File: src/rtl/spi_slave_fifo_param.sv
// SPI slave with WIDTH-bit words, all four SPI modes, selectable bit order and TX/RX FIFOs.
// SCLK, SS and MOSI are oversampled in the i_clk domain; multi-word frames reload back-to-back.
module spi_slave_fifo_param #(
    parameter int               WIDTH     = 8,
    parameter int               TX_DEPTH  = 4,
    parameter int               RX_DEPTH  = 4,
    parameter logic [WIDTH-1:0] FILL_WORD = '0
) (
    input  logic                          i_clk,
    input  logic                          i_reset,
    input  logic                          i_sckl,
    input  logic                          i_SS,
    input  logic                          i_MOSI,
    input  logic [1:0]                    i_mode,
    input  logic                          i_MSB,
    input  logic                          i_DV,
    input  logic [WIDTH-1:0]              i_parallel_in,
    input  logic                          i_read_enable,
    input  logic                          i_clear_flags,
    output logic                          o_MISO,
    output logic                          o_miso_oe,
    output logic [WIDTH-1:0]              o_parallel_out,
    output logic                          o_done,
    output logic [WIDTH-1:0]              o_fifo_out,
    output logic                          o_fifo_valid,
    output logic                          o_rx_empty,
    output logic                          o_tx_full,
    output logic [$clog2(RX_DEPTH+1)-1:0] o_rx_count,
    output logic                          o_rx_overrun,
    output logic                          o_tx_underrun
);

    localparam int CW  = $clog2(WIDTH + 1);
    localparam int IW  = $clog2(WIDTH);
    localparam int TAW = $clog2(TX_DEPTH);
    localparam int TCW = $clog2(TX_DEPTH + 1);
    localparam int RAW = $clog2(RX_DEPTH);
    localparam int RCW = $clog2(RX_DEPTH + 1);
    localparam logic [CW-1:0] LAST_CNT = CW'(WIDTH - 1);

    typedef enum logic [1:0] {S_IDLE, S_LOAD, S_SHIFT} state_t;

    state_t           state_q, state_d;
    logic [2:0]       sclk_q, ss_q;
    logic [1:0]       mosi_q;
    logic             cpol_q, cpha_q, msb_q;
    logic [CW-1:0]    bit_cnt_q;
    logic [WIDTH-1:0] tx_word_q, rx_shift_q, par_out_q;
    logic             miso_q, done_q;

    logic [WIDTH-1:0] tx_mem [TX_DEPTH];
    logic [TAW-1:0]   tx_wr_q, tx_rd_q;
    logic [TCW-1:0]   tx_cnt_q;
    logic [WIDTH-1:0] rx_mem [RX_DEPTH];
    logic [RAW-1:0]   rx_wr_q, rx_rd_q;
    logic [RCW-1:0]   rx_cnt_q;
    logic [WIDTH-1:0] fifo_out_q;
    logic             fifo_valid_q, rx_ovr_q, tx_und_q;

    logic ss_low, ss_fall, sclk_rise, sclk_fall, lead_edge, trail_edge;
    logic sample_edge, shift_edge, mosi_s, word_done;
    logic tx_pop, rx_push, tx_empty, tx_full, rx_empty, rx_full;
    logic tx_push_ok, tx_pop_ok, rx_pop_ok, rx_push_ok, overrun_set, underrun_set;
    logic [WIDTH-1:0] load_word, rx_next;
    logic [IW-1:0]    tx_idx;

    // Stage 1/2 synchronise; edges compare stage 2 against stage 3.
    always_ff @(posedge i_clk or negedge i_reset) begin
        if (!i_reset) begin
            sclk_q <= 3'b000;
            ss_q   <= 3'b111;
            mosi_q <= 2'b00;
        end else begin
            sclk_q <= {sclk_q[1:0], i_sckl};
            ss_q   <= {ss_q[1:0], i_SS};
            mosi_q <= {mosi_q[0], i_MOSI};
        end
    end

    assign ss_low      = ~ss_q[1];
    assign ss_fall     = ~ss_q[1] & ss_q[2];
    assign sclk_rise   = sclk_q[1] & ~sclk_q[2];
    assign sclk_fall   = ~sclk_q[1] & sclk_q[2];
    assign mosi_s      = mosi_q[1];
    assign lead_edge   = cpol_q ? sclk_fall : sclk_rise;
    assign trail_edge  = cpol_q ? sclk_rise : sclk_fall;
    assign sample_edge = cpha_q ? trail_edge : lead_edge;
    assign shift_edge  = cpha_q ? lead_edge : trail_edge;
    assign word_done   = (state_q == S_SHIFT) && ss_low && sample_edge && (bit_cnt_q == LAST_CNT);

    assign rx_next = msb_q ? {rx_shift_q[WIDTH-2:0], mosi_s} : {mosi_s, rx_shift_q[WIDTH-1:1]};
    assign tx_idx  = msb_q ? IW'(LAST_CNT - bit_cnt_q) : IW'(bit_cnt_q);

    always_ff @(posedge i_clk or negedge i_reset) begin
        if (!i_reset) state_q <= S_IDLE;
        else          state_q <= state_d;
    end

    always_comb begin
        state_d = state_q;
        case (state_q)
            S_IDLE:  if (ss_fall) state_d = S_LOAD;
            S_LOAD:  state_d = ss_low ? S_SHIFT : S_IDLE;
            S_SHIFT: begin
                if (!ss_low)        state_d = S_IDLE;
                else if (word_done) state_d = S_LOAD;
            end
            default: state_d = S_IDLE;
        endcase
    end

    always_comb begin
        tx_pop    = 1'b0;
        rx_push   = 1'b0;
        load_word = tx_empty ? FILL_WORD : tx_mem[tx_rd_q];
        case (state_q)
            S_LOAD:  tx_pop  = ss_low;
            S_SHIFT: rx_push = word_done;
            default: ;
        endcase
    end

    always_ff @(posedge i_clk or negedge i_reset) begin
        if (!i_reset) begin
            cpol_q     <= 1'b0;
            cpha_q     <= 1'b0;
            msb_q      <= 1'b0;
            bit_cnt_q  <= '0;
            tx_word_q  <= '0;
            rx_shift_q <= '0;
            par_out_q  <= '0;
            miso_q     <= 1'b0;
            done_q     <= 1'b0;
        end else begin
            done_q <= word_done;
            if (state_q == S_IDLE) begin
                miso_q <= 1'b0;
                if (ss_fall) {cpol_q, cpha_q, msb_q} <= {i_mode, i_MSB};
            end
            if (tx_pop) begin
                tx_word_q <= load_word;
                bit_cnt_q <= '0;
                if (!cpha_q) miso_q <= msb_q ? load_word[WIDTH-1] : load_word[0];
            end
            if (state_q == S_SHIFT) begin
                if (sample_edge) begin
                    rx_shift_q <= rx_next;
                    bit_cnt_q  <= word_done ? '0 : bit_cnt_q + 1'b1;
                end
                // With CPHA=0 the trailing edge after a reload belongs to the previous word.
                if (shift_edge && (cpha_q || bit_cnt_q != '0)) miso_q <= tx_word_q[tx_idx];
            end
            if (word_done) par_out_q <= rx_next;
        end
    end

    assign tx_empty     = (tx_cnt_q == '0);
    assign tx_full      = (tx_cnt_q == TCW'(TX_DEPTH));
    assign tx_push_ok   = i_DV & ~tx_full;
    assign tx_pop_ok    = tx_pop & ~tx_empty;
    assign underrun_set = tx_pop & tx_empty;

    assign rx_empty    = (rx_cnt_q == '0);
    assign rx_full     = (rx_cnt_q == RCW'(RX_DEPTH));
    assign rx_pop_ok   = i_read_enable & ~rx_empty;
    assign rx_push_ok  = rx_push & (~rx_full | rx_pop_ok);
    assign overrun_set = rx_push & rx_full & ~rx_pop_ok;

    always_ff @(posedge i_clk) begin
        if (tx_push_ok) tx_mem[tx_wr_q] <= i_parallel_in;
        if (rx_push_ok) rx_mem[rx_wr_q] <= rx_next;
    end

    always_ff @(posedge i_clk or negedge i_reset) begin
        if (!i_reset) begin
            tx_wr_q      <= '0;
            tx_rd_q      <= '0;
            tx_cnt_q     <= '0;
            rx_wr_q      <= '0;
            rx_rd_q      <= '0;
            rx_cnt_q     <= '0;
            fifo_out_q   <= '0;
            fifo_valid_q <= 1'b0;
            rx_ovr_q     <= 1'b0;
            tx_und_q     <= 1'b0;
        end else begin
            if (tx_push_ok) tx_wr_q <= tx_wr_q + 1'b1;
            if (tx_pop_ok)  tx_rd_q <= tx_rd_q + 1'b1;
            case ({tx_push_ok, tx_pop_ok})
                2'b10:   tx_cnt_q <= tx_cnt_q + 1'b1;
                2'b01:   tx_cnt_q <= tx_cnt_q - 1'b1;
                default: ;
            endcase
            if (rx_push_ok) rx_wr_q <= rx_wr_q + 1'b1;
            if (rx_pop_ok)  rx_rd_q <= rx_rd_q + 1'b1;
            case ({rx_push_ok, rx_pop_ok})
                2'b10:   rx_cnt_q <= rx_cnt_q + 1'b1;
                2'b01:   rx_cnt_q <= rx_cnt_q - 1'b1;
                default: ;
            endcase
            fifo_valid_q <= rx_pop_ok;
            if (rx_pop_ok) fifo_out_q <= rx_mem[rx_rd_q];
            // A set event in the same cycle as a clear keeps the flag set.
            if (overrun_set)        rx_ovr_q <= 1'b1;
            else if (i_clear_flags) rx_ovr_q <= 1'b0;
            if (underrun_set)       tx_und_q <= 1'b1;
            else if (i_clear_flags) tx_und_q <= 1'b0;
        end
    end

    assign o_miso_oe      = ss_low;
    assign o_MISO         = miso_q & ss_low;
    assign o_parallel_out = par_out_q;
    assign o_done         = done_q;
    assign o_fifo_out     = fifo_out_q;
    assign o_fifo_valid   = fifo_valid_q;
    assign o_rx_empty     = rx_empty;
    assign o_tx_full      = tx_full;
    assign o_rx_count     = rx_cnt_q;
    assign o_rx_overrun   = rx_ovr_q;
    assign o_tx_underrun  = tx_und_q;

endmodule
File: config.mk
export PLATFORM = sky130hd
export DESIGN_NAME = spi_slave_fifo_param
export DESIGN_NICKNAME = d
export VERILOG_FILES = /design/src/rtl/spi_slave_fifo_param.sv
export SDC_FILE = /design/constraint.sdc
export NUM_CORES = 1
export LEC_CHECK = 0
export ABC_AREA = 1
export BUFFER_PORTS_ARGS = -buffer_cell sky130_fd_sc_hd__buf_2
export CAP_MARGIN = 15
export CORE_ASPECT_RATIO = 2
export CORE_MARGIN = 8
export CORE_UTILIZATION = 50
export DETAILED_ROUTE_END_ITERATION = 10
export HOLD_SLACK_MARGIN = 0.12
export PLACE_DENSITY_LB_ADDON = 0.12
export SLEW_MARGIN = 25
export SYNTH_ARGS = -nofsm -noshare
export SYNTH_HDL_FRONTEND = slang
export SYNTH_SLANG_ARGS = --single-unit
File: constraint.sdc
create_clock -name i_clk -period 2.8 [get_ports i_clk]
set_clock_uncertainty 0.1 [all_clocks]
set_input_delay 0.14 -clock i_clk [delete_from_list [all_inputs] [get_ports i_clk]]
set_output_delay 0.14 -clock i_clk [all_outputs]
set_load 0.01 [all_outputs]
**After elaboration in Yosys (flattened, before gate mapping)**

Memory sizes are Yosys's and may differ from the RTL's. A register that Yosys moved wholly into a read port is not among the register bits.
Index checks and enable logic that the tools add are counted.
W data, S select, Z words.

- Bits in registers: 60
- Bits in writable memories: 64
- Output and inout port bits: 27
- Memories kept: 2

Memories:

| name | depth | bits a word | rd ports | clocked after Yosys merged registers in | write ports | line | source |
|---|---|---|---|---|---|---|---|
| rx_mem | 4 | 8 | 1 | 1 | 1 | 54 | `logic [WIDTH-1:0] rx_mem [RX_DEPTH];` |
| tx_mem | 4 | 8 | 1 | 0 | 1 | 51 | `logic [WIDTH-1:0] tx_mem [TX_DEPTH];` |

- Add/sub/neg operators: 10
- $lt $le $gt $ge: 1
- Equal/unequal tests: 11
- Mux-type cells: 35
- Bitwise logic cells: 20
- Reductions and logical operators: 17

Operators with widths:

| cell | count |
|---|---|
| $mux W1 | 20 |
| $mux W4 | 4 |
| $mux W8 | 2 |
| $pmux W3 S2 | 2 |
| $and A1 B1 Y1 | 11 |
| $add A2 B1 Y2 const B | 4 |
| $mux W2 | 4 |
| $not A1 Y1 | 8 |
| $reduce_bool A2 Y1 | 4 |
| $add A3 B1 Y3 const B | 2 |
| $eq A2 B1 Y1 const B | 3 |
| $eq A2 B2 Y1 const B | 3 |
| $eq A3 B3 Y1 const B | 2 |
| $logic_not A3 Y1 | 2 |
| $pmux W2 S3 | 1 |
| $reduce_and A2 Y1 | 3 |
| $sub A3 B1 Y3 const B | 2 |
| $add A4 B1 Y4 const B | 1 |
| $eq A4 B3 Y1 const B | 1 |
| $logic_and A1 B1 Y1 | 4 |
| $lt A3 B4 Y1 const B | 1 |
| $reduce_bool A4 Y1 | 1 |
| $bmux W1 S3 | 1 |
| $mux W3 | 1 |
| 7 further kinds | 7 |

**Depth between registers and ports, before layout**

Gate-level depths: netlist of the first run.

- Word-level depth: 10
- Depth in mapped cells: 15

**Worst setup path after synthesis of the first run**

No wires, ideal clock.

- Kind: register -> register
- Start: register ss_q[1]
- End: register tx_cnt_q[2]
- Data arrival time: 1,975 ps
- Required time: 2,569 ps
- Slack: 595 ps
- Cell stages (with the launch flop): 10
- Buffers on the path: 0
- Clock period less this slack: 2,205 ps
- Path through: dfstp_2 inv_1 nand3_1 nor2_1 ha_1 inv_1 fa_1 a21oi_1 o21ai_0 xor2_1

- Word-level cells in the longest chain between the ends: 5

RTL lines:

| what | line | source |
|---|---|---|
| start: declaration | 44 | `logic [2:0] sclk_q, ss_q;` |
| start signal: assignment | 75 | `ss_q <= {ss_q[1:0], i_SS};` |
| $not A1 Y1 (*) | 80 | `assign ss_low = ~ss_q[1];` |
| via o_miso_oe | 21 | `output logic o_miso_oe,` |
| $mux W1 (*) | 116 | `case (state_q)` |
| $and A1 B1 Y1 (*) | 160 | `assign tx_pop_ok = tx_pop & ~tx_empty;` |
| via tx_pop_ok | 63 | `logic tx_push_ok, tx_pop_ok, rx_pop_ok, rx_push_ok, overrun_set, underrun_set;` |
| $eq A2 B1 Y1 / $eq A2 B2 Y1 (equally long branches) | 189 | `case ({tx_push_ok, tx_pop_ok})` |
| $pmux W3 S2 / $reduce_bool A2 Y1 (equally long branches) | - |  |
| end signal: assignment | 190 | `2'b10: tx_cnt_q <= tx_cnt_q + 1'b1;` |
| end signal: assignment | 191 | `2'b01: tx_cnt_q <= tx_cnt_q - 1'b1;` |
| end: declaration | 53 | `logic [TCW-1:0] tx_cnt_q;` |

The timed path passes the listed nets; every way through them passes the cells marked *.
A chain may end at the register's enable or synchronous reset.

**Worst setup path after layout of the first run**

- Start: register bit_cnt_q[1]
- End: register rx_cnt_q[2], in the netlist o_rx_count[2]

- Word-level cells in the longest chain between the ends: 6

RTL lines:

| what | line | source |
|---|---|---|
| start: declaration | 47 | `logic [CW-1:0] bit_cnt_q;` |
| start signal: assignment | 148 | `bit_cnt_q <= word_done ? '0 : bit_cnt_q + 1'b1;` |
| $eq A4 B3 Y1 (*) | 89 | `assign word_done = (state_q == S_SHIFT) && ss_low && sample_edge && (bit_cnt_q == LAST_CNT);` |
| $logic_and A1 B1 Y1 (*) | 89 |  |
| $mux W1 (*) | 116 |  |
| $and A1 B1 Y1 (*) | 166 | `assign rx_push_ok = rx_push & (~rx_full \| rx_pop_ok);` |
| $eq A2 B1 Y1 / $eq A2 B2 Y1 (equally long branches) | 196 | `case ({rx_push_ok, rx_pop_ok})` |
| $pmux W3 S2 / $reduce_bool A2 Y1 (equally long branches) | - |  |
| end signal: assignment | 197 | `2'b10: rx_cnt_q <= rx_cnt_q + 1'b1;` |
| end signal: assignment | 198 | `2'b01: rx_cnt_q <= rx_cnt_q - 1'b1;` |
| end: declaration | 56 | `logic [RCW-1:0] rx_cnt_q;` |

Every way passes the cells marked *; elsewhere a longest branch is shown, timed or not.

==> flow_metrics.py, run 1 <==
metrics = {
    "status": {
        "outcome": "finished, final reports clean",
    },
    "floorplanning": {
        "die_x_um": 90.7,
        "core_um2": 10900,
        "die_h_um": 165,
        "ios": 46,
        "dieArea_um2": 15000,
        "start_util_pct": 51.3,
        "rows": 54,
    },
    "yosys": {
        "synth-edff-count": 64,
        "syn_nets": 558,
        "synthesis.area_um2": 5580,
        "synthAdderAreaFrac_pct": 3.19,
        "async_flop_share_pct": 51.5,
        "yosysWarningCount": 0,
        "ys_seq_area_share_pct": 65.1,
        "syn_inst": 526,
        "synth_top_family_by_area": "simple AND/OR/NAND/NOR gates",
        "syn_area_per_cell_um2": 10.6,
        "yosys-top-cells-area": "edfxtp_1 34%, dfrtp_1 29%, nor2_1 6.1%",
        "synth_ff_type": "dfrtp_1",
        "muxShareOfSynthArea_pct": 0.180,
        "synth_top_area_share_pct": 34.5,
        "synth_xor_xnor_area_share_pct": 1.57,
        "synth_compound_area_share_pct": 9.31,
        "synth-simple-area-share_pct": 15.1,
        "synth_top_area_cell": "edfxtp_1",
        "ys_ff_latch": 132,
        "yosysUniqueCellTypes": 35,
    },
    "sta": {
        "slew_viol_final": 0,
        "fmax_ghz": 0.426,
        "final_hold_viol_count": 0,
        "rsz0062_at_grt": "false",
        "fin_ws_ns": 0.453,
        "worst_pin_slew_ns": 0.904,
        "setup-tns-final_ns": 0,
        "slew-limit-headroom_pct": 39.1,
        "period_needed_ns": 2.35,
        "hold_ws_ns": 0.221,
        "fin_crit_sh_pct": 83.8,
        "setup_viol": 0,
    },
    "global_routing": {
        "antenna_found_initial": 0,
        "grt_pass1_wl_um": 19500,
        "grt_pass1_vias": 4053,
        "grt.overflow.total": 0,
        "grt_max_degree": 40,
        "grt.total_usage_pct": 16.8,
    },
    "detailed_routing": {
        "via_per_inst": 5.12,
        "drc": 0,
        "postRouteAntennaNets": 0,
        "wl_per_cell_um": 15.7,
        "vias": 3869,
        "dr.pass1.iters": 6,
        "drtIter0Drc": 236,
        "routed_wl_um": 11900,
    },
    "clocking": {
        "cts.path.max_buffers": 2,
        "ctsHtreeMaxLevel": 4,
        "cts_tree": "done",
        "clk_pin_slew_ns": 0.06,
        "cts_buffers": 17,
        "clk-insertion-delay-late_ns": 0.41,
        "cts_root_buf": "clkbuf_16",
        "cts.sinks": 132,
    },
    "setup_path": {
        "cp-end-kind": "flip-flop",
        "r2r_slack_ns": 0.45,
        "crit_fanout": 15,
        "reg2reg_from": "bit_cnt_q[1]$_DFF_PN0_",
        "rr_worst_depth": 14,
        "path_class": "reg2reg",
        "critical_path_required_ns": 3.01,
        "r2r_end": "o_rx_count[2]$_DFFE_PN0P_",
        "worst_setup_path_start_kind": "flip-flop",
        "arrival_ns": 2.55,
    },
    "job": {
        "maxCapViolations": 0,
    },
    "worst_hold_path": {
        "hold_path.class": "in2async",
    },
    "cells_and_area": {
        "nNetsFinal": 634,
        "layout_commonest_cell": "nor2_1",
        "final_cell_mix": "90 x nor2_1, 82 x nand2_1, 65 x dfrtp_1, 64 x edfxtp_1",
        "drive_above_1_share_pct": 17.4,
        "antennaDiodeCount": 0,
        "fillers": 884,
        "syn2layout_area_growth_pct": 20.8,
    },
    "placement": {
        "place_congestion": 0.833,
        "pre_cts_slack_ns": 0.454,
        "port_buffers": 45,
        "dp_hpwl_um": 8850,
    },
    "pwr": {
        "p_leak_nw": 2.96,
        "power.density_nw_per_um2": 934,
        "peakVddDrop_mv": 0.869,
    },
}
## worst max-delay path: stages (launching register included)
cell and delay, ns:
dfrtp_1 0.40, ha_1 0.19, nand2_1 0.07, inv_2 0.06
nand2_2 0.07, nor2_4 0.13, nand3_4 0.21, nand2_4 0.14
inv_1 0.06, fa_1 0.38, nand3b_1 0.18, nand2_2 0.09
nand3_1 0.06, nand2_1 0.07, inv_1 0.04
## Yosys cell counts (3+ instances only)
master / number
dfrtp_1: 65
o21ai_1: 8
o21ai_0: 51
inv_2: 6
inv_1: 51
a21oi_1: 9
xnor2_1: 3
edfxtp_1: 64
nor2_1: 90
o22ai_1: 10
nand2_2: 5
a22o_1: 3
nand3_1: 15
o211ai_1: 3
nand2_1: 82
a31oi_1: 8
xor2_1: 7
dfstp_2: 3
nor3_1: 3
buf_2: 9
ha_1: 11
clkbuf_1: 3
## worst max path at each step
stage / startpoint / to / slack [ns] / cells after the start
6_report: bit_cnt_q[1]$_DFF_PN0_ / o_rx_count[2]$_DFFE_PN0P_ / 0.45 / 14
3_3_place_gp: bit_cnt_q[1]$_DFF_PN0_ / o_rx_count[2]$_DFFE_PN0P_ / 0.51 / 14
3_5_place_dp: bit_cnt_q[1]$_DFF_PN0_ / o_rx_count[2]$_DFFE_PN0P_ / 0.45 / 14
2_1_floorplan: ss_q[1]$_DFF_PN1_ / tx_cnt_q[2]$_DFFE_PN0P_ / 0.59 / 9
4_1_cts: bit_cnt_q[1]$_DFF_PN0_ / o_rx_count[2]$_DFFE_PN0P_ / 0.44 / 14
5_1_grt: bit_cnt_q[1]$_DFF_PN0_ / rx_mem[2][0]$_DFFE_PP_ / 0.23 / 9
## metrics by stage
step	instances	utilization, %	area (um^2)	power (W)
global placement	705	54.9	5970	0.00415
CTS	755	61.9	6730	0.00635
global route	755	61.9	6730	0.00667
finish	755	61.9	6730	0.00629
detailed placement	705	54.9	5970	0.00420
floorplan	526	-	5580	0.00371
## metal layers
layer | global-route usage, % | routed length (um) | vias to the layer above
met5 | 0 | 0 | -
met4 | 10.5 | 516 | 0
met3 | 4.16 | 363 | 32
met2 | 33.8 | 6970 | 77
met1 | 14.1 | 4000 | 1863
li1 | - | - | 1897
## report_power, final
part / internal [W] / total [W] / switching, W
sequential: 0.00240 / 0.00269 / 0.000291
clock: 0.00131 / 0.00212 / 0.000811
combinational: 0.000545 / 0.00147 / 0.000929
total: 0.00426 / 0.00629 / 0.00203
## area by class of cell
cell class	instances	area [um^2]	area share [%]
sequential	132	3630	53.9
multi-input combinational	321	1640	24.3
clock buffer	22	518	7.69
timing repair buffer	72	485	7.21
tap	140	175	2.60
clock inverter	10	66.3	0.985
inverter	58	223	3.31
## cells by family (layout without fill, tap and decap cells)
| logic type | Yosys count | count (layout) |
|---|---|---|
| AND/OR/NAND/NOR | 203 | 203 |
| buffers and inverters | 73 | 162 |
| multiplexers | 1 | 1 |
| adder cells (fa/ha/maj) | 13 | 13 |
| XOR/XNOR | 10 | 10 |
| flip-flops | 132 | 132 |
| AO/OA/AOI/OAI | 94 | 94 |
## state kept, by name (all words and copies together), names as in the netlist, 3 cells and up
name	count
tx_mem	32
bit_cnt_q	4
o_fifo_out	8
rx_mem	32
tx_word_q	8
tx_cnt_q	3
sclk_q	3
rx_shift_q	8
ss_q	3
o_rx_count	3
o_parallel_out	8
## what timing repair did
| item | 4_1_cts | 5_1_grt |
|---|---|---|
| endpoints found under the hold margin | 75 | 0 |
| setup buffers | 0 | 0 |
| gates resized for setup | 0 | 0 |
| hold buffers | 18 | 0 |
Power figures use the tool's default switching activity.
==> run 2: changes to the inputs <==
- ABC_AREA: 1 -> 0
- clock period: 2.8 -> 2.17 ns (I/O delays scaled with it)
==> run 2 against run 1 <==
  * Core utilization rose by 3.5 points
  * Die area fell by 1.6%
  * Register-to-register slack got worse by 0.39 ns
  * Routed wire length fell by 5.6%
  * Sequential power rose by 35%
  * Fmax rose by 11%
  * Synthesized area fell by 1.8%
  * Combinational power rose by 49%
  * Non-clock buffer count rose by 28
  * Largest cell class unchanged
  * Largest power group unchanged
==> flow_metrics.py, run 2 <==
metrics = {
    "pwr": {
        "power.internal_w": 0.00641,
        "netSwitchingPower_w": 0.00251,
        "swShare_pct": 28.1,
        "p_leak_nw": 2.94,
        "peakVddDrop_mv": 1.02,
        "finalPower_w": 0.00892,
        "clkPwrFrac_pct": 34.7,
        "seq_power_share_pct": 40.8,
        "power.density_nw_per_um2": 1260,
        "pwr-share-comb_pct": 24.5,
    },
    "global_routing": {
        "grt_max_degree": 53,
        "grt.overflow.total": 0,
        "grt_pass1_vias": 3527,
        "grt_pass1_wl_um": 18200,
        "grtUsageMet3_pct": 4.35,
        "antenna_found_initial": 0,
        "busiest_layer": "met2",
        "grt.met1_usage_pct": 14.1,
        "use_met2_pct": 32.9,
        "grt.total_usage_pct": 16.2,
    },
    "cells_and_area": {
        "fillers": 795,
        "drive_above_1_share_pct": 34.3,
        "reg_top3": "rx_mem x32, tx_mem x32",
        "nNetsFinal": 500,
        "layout_commonest_cell": "dfrtp_1",
        "multi_input_area_um2": 1780,
        "final_util_pct": 65.4,
        "syn2layout_area_growth_pct": 29.1,
        "final_cell_mix": "65 x dfrtp_1, 64 x edfxtp_1, 45 x buf_2, 31 x buf_4, 22 x nand2_1",
        "regArea_um2": 3630,
        "antennaDiodeCount": 0,
    },
    "yosys": {
        "synth_top_area_share_pct": 35.1,
        "synth_top_area_cell": "edfxtp_1",
        "yosys-top-cells-area": "edfxtp_1 35%, dfrtp_1 30%, mux4_2 7.0%",
        "synth-simple-area-share_pct": 6.54,
        "synth-edff-count": 64,
        "synth_top_family_by_area": "multiplexers",
        "ys_ff_latch": 132,
        "synth_xor_xnor_area_share_pct": 2.08,
        "syn_area_per_cell_um2": 15.0,
        "synth_compound_area_share_pct": 6.10,
        "muxShareOfSynthArea_pct": 13.1,
        "yosysWarningCount": 0,
        "synthesis.area_um2": 5470,
        "yosysUniqueCellTypes": 46,
        "synth_common_cells": "65 x dfrtp_1, 64 x edfxtp_1, 25 x nand2_1",
        "synth.most_common_cell": "dfrtp_1",
        "synth_ff_type": "dfrtp_1",
        "syn_nets": 396,
        "async_flop_share_pct": 51.5,
        "ys_seq_area_share_pct": 66.3,
        "syn_inst": 364,
        "synthAdderAreaFrac_pct": 3.25,
    },
    "setup_path": {
        "critical_path_required_ns": 2.36,
        "crit_fanout": 17,
        "arrival_ns": 2.30,
        "path_class": "reg2reg",
        "cp-end-kind": "flip-flop",
        "worst_setup_path_start_kind": "flip-flop",
    },
    "status": {
        "outcome": "finished, final reports clean",
    },
    "clocking": {
        "ctsHtreeMaxLevel": 4,
        "clk-insertion-delay-late_ns": 0.41,
        "cts_root_buf": "clkbuf_16",
        "cts.path.max_buffers": 2,
        "cts.sinks": 132,
        "clk_pin_slew_ns": 0.06,
        "cts_buffers": 17,
        "cts_tree": "done",
    },
    "detailed_routing": {
        "via_per_inst": 5.20,
        "routed_wl_um": 11200,
        "drtIter0Drc": 127,
        "wl_per_cell_um": 18.0,
        "drc": 0,
        "vias": 3228,
        "dr.pass1.iters": 4,
        "postRouteAntennaNets": 0,
    },
    "sta": {
        "fin_crit_sh_pct": 97.1,
        "final_hold_viol_count": 0,
        "worst_pin_slew_ns": 0.759,
        "slew_viol_final": 0,
        "fmax_ghz": 0.475,
        "slew-limit-headroom_pct": 49.3,
        "period_needed_ns": 2.11,
        "setup_viol": 0,
        "hold_ws_ns": 0.142,
    },
    "job": {
        "maxCapViolations": 0,
    },
    "floorplanning": {
        "ios": 46,
        "dieArea_um2": 14800,
        "die_h_um": 164,
        "rows": 54,
        "start_util_pct": 50.6,
        "die_x_um": 90.0,
        "core_um2": 10800,
    },
    "placement": {
        "dp_hpwl_um": 8240,
        "port_buffers": 45,
        "place_congestion": 0.783,
    },
    "worst_hold_path": {
        "hold_path.class": "in2async",
    },
}
-- run 2: cell types whose count changed after synthesis, sizes merged, moves of 8 or more --
cell,delta
o22ai,-10
mux2i,+16
inv,-34
o21ai,-47
nor2,-76
nand2,-64
and2,+8
nand3,-13
mux2,+14
mux4,+17
-- run 2: worst paths after layout --
| path | start | slack [ns] | endpoint | cells past startpoint |
|---|---|---|---|---|
| max | bit_cnt_q[1]$_DFF_PN0_ | 0.06 | o_rx_count[1]$_DFFE_PN0P_ | 8 |
| min | i_reset | 0.14 | o_fifo_out[5]$_DFFE_PN0P_ | 3 |
| max reg2reg | bit_cnt_q[1]$_DFF_PN0_ | 0.06 | o_rx_count[1]$_DFFE_PN0P_ | 8 |
| min reg2reg | sclk_q[0]$_DFF_PN0_ | 0.25 | sclk_q[1]$_DFF_PN0_ | 0 |
| max in group asynchronous | i_reset | 0.69 | tx_cnt_q[2]$_DFFE_PN0P_ | 3 |
| min in group i_clk | i_MOSI | 0.24 | mosi_q[0]$_DFF_PN0_ | 2 |
-- run 2: repair_timing --
action	CTS	global route
pin swaps	1	9
gates cloned	0	0
hold endpoints to repair	107	0
resized for setup	0	11
buffers inserted	0	5
hold buffers	19	0
setup endpoints to repair	16	35
-- run 2: cells by family after synthesis --
| logic type | count (synthesis) |
|---|---|
| AO/OA/AOI/OAI | 50 |
| adder cells (fa/ha/maj) | 13 |
| multiplexers | 48 |
| AND/OR/NAND/NOR | 70 |
| buffers and inverters | 38 |
| flip-flops | 132 |
| XOR/XNOR | 13 |
-- run 2: worst max-delay path, cell delays in order, from the launching register on --
cell and delay (ns):
dfrtp_1 0.40, ha_4 0.17, nand2_4 0.05, nor4_4 0.32
nand2_4 0.07, buf_4 0.14, buf_4 0.18, mux2i_2 0.23
mux2_4 0.32
-- run 2: power by group through the flow --
stage	clock (W)	sequential, W	combinational (W)
2_1_floorplan	0	0.00359	0.00149
3_3_place_gp	0	0.00366	0.00211
3_5_place_dp	0	0.00368	0.00217
4_1_cts	0.00317	0.00364	0.00221
5_1_grt	0.00328	0.00370	0.00240
6_report	0.00310	0.00364	0.00219
-- run 2: per-stage QoR --
stage / std cells / worst slack (ns) / TNS (ns) / instance area, um^2
3_3_place_gp: 565 / 0.0488 / 0 / 6150
5_1_grt: 621 / -0.0583 / -0.0960 / 7070
2_1_floorplan: 364 / -0.0248 / -0.374 / 5520
4_1_cts: 616 / 0.0207 / 0 / 6990
3_5_place_dp: 565 / 0.00324 / 0 / 6150
6_report: 621 / 0.0637 / 0 / 7070
-- run 2: metal layers --
metal,routed length [um],vias up
li1,-,1535
met1,3730,1621
met2,6950,53
met3,299,19
met4,206,0
met5,0,-
-- run 2: area by class of cell --
type / count / share of cell area (%)
Clock buffer: 21 / 6.82
Clock inverter: 11 / 2.43
Inverter: 23 / 1.22
Multi-Input combinational cell: 194 / 25.2
Sequential cell: 132 / 51.3
Tap cell: 140 / 2.48
Timing Repair Buffer: 100 / 10.6
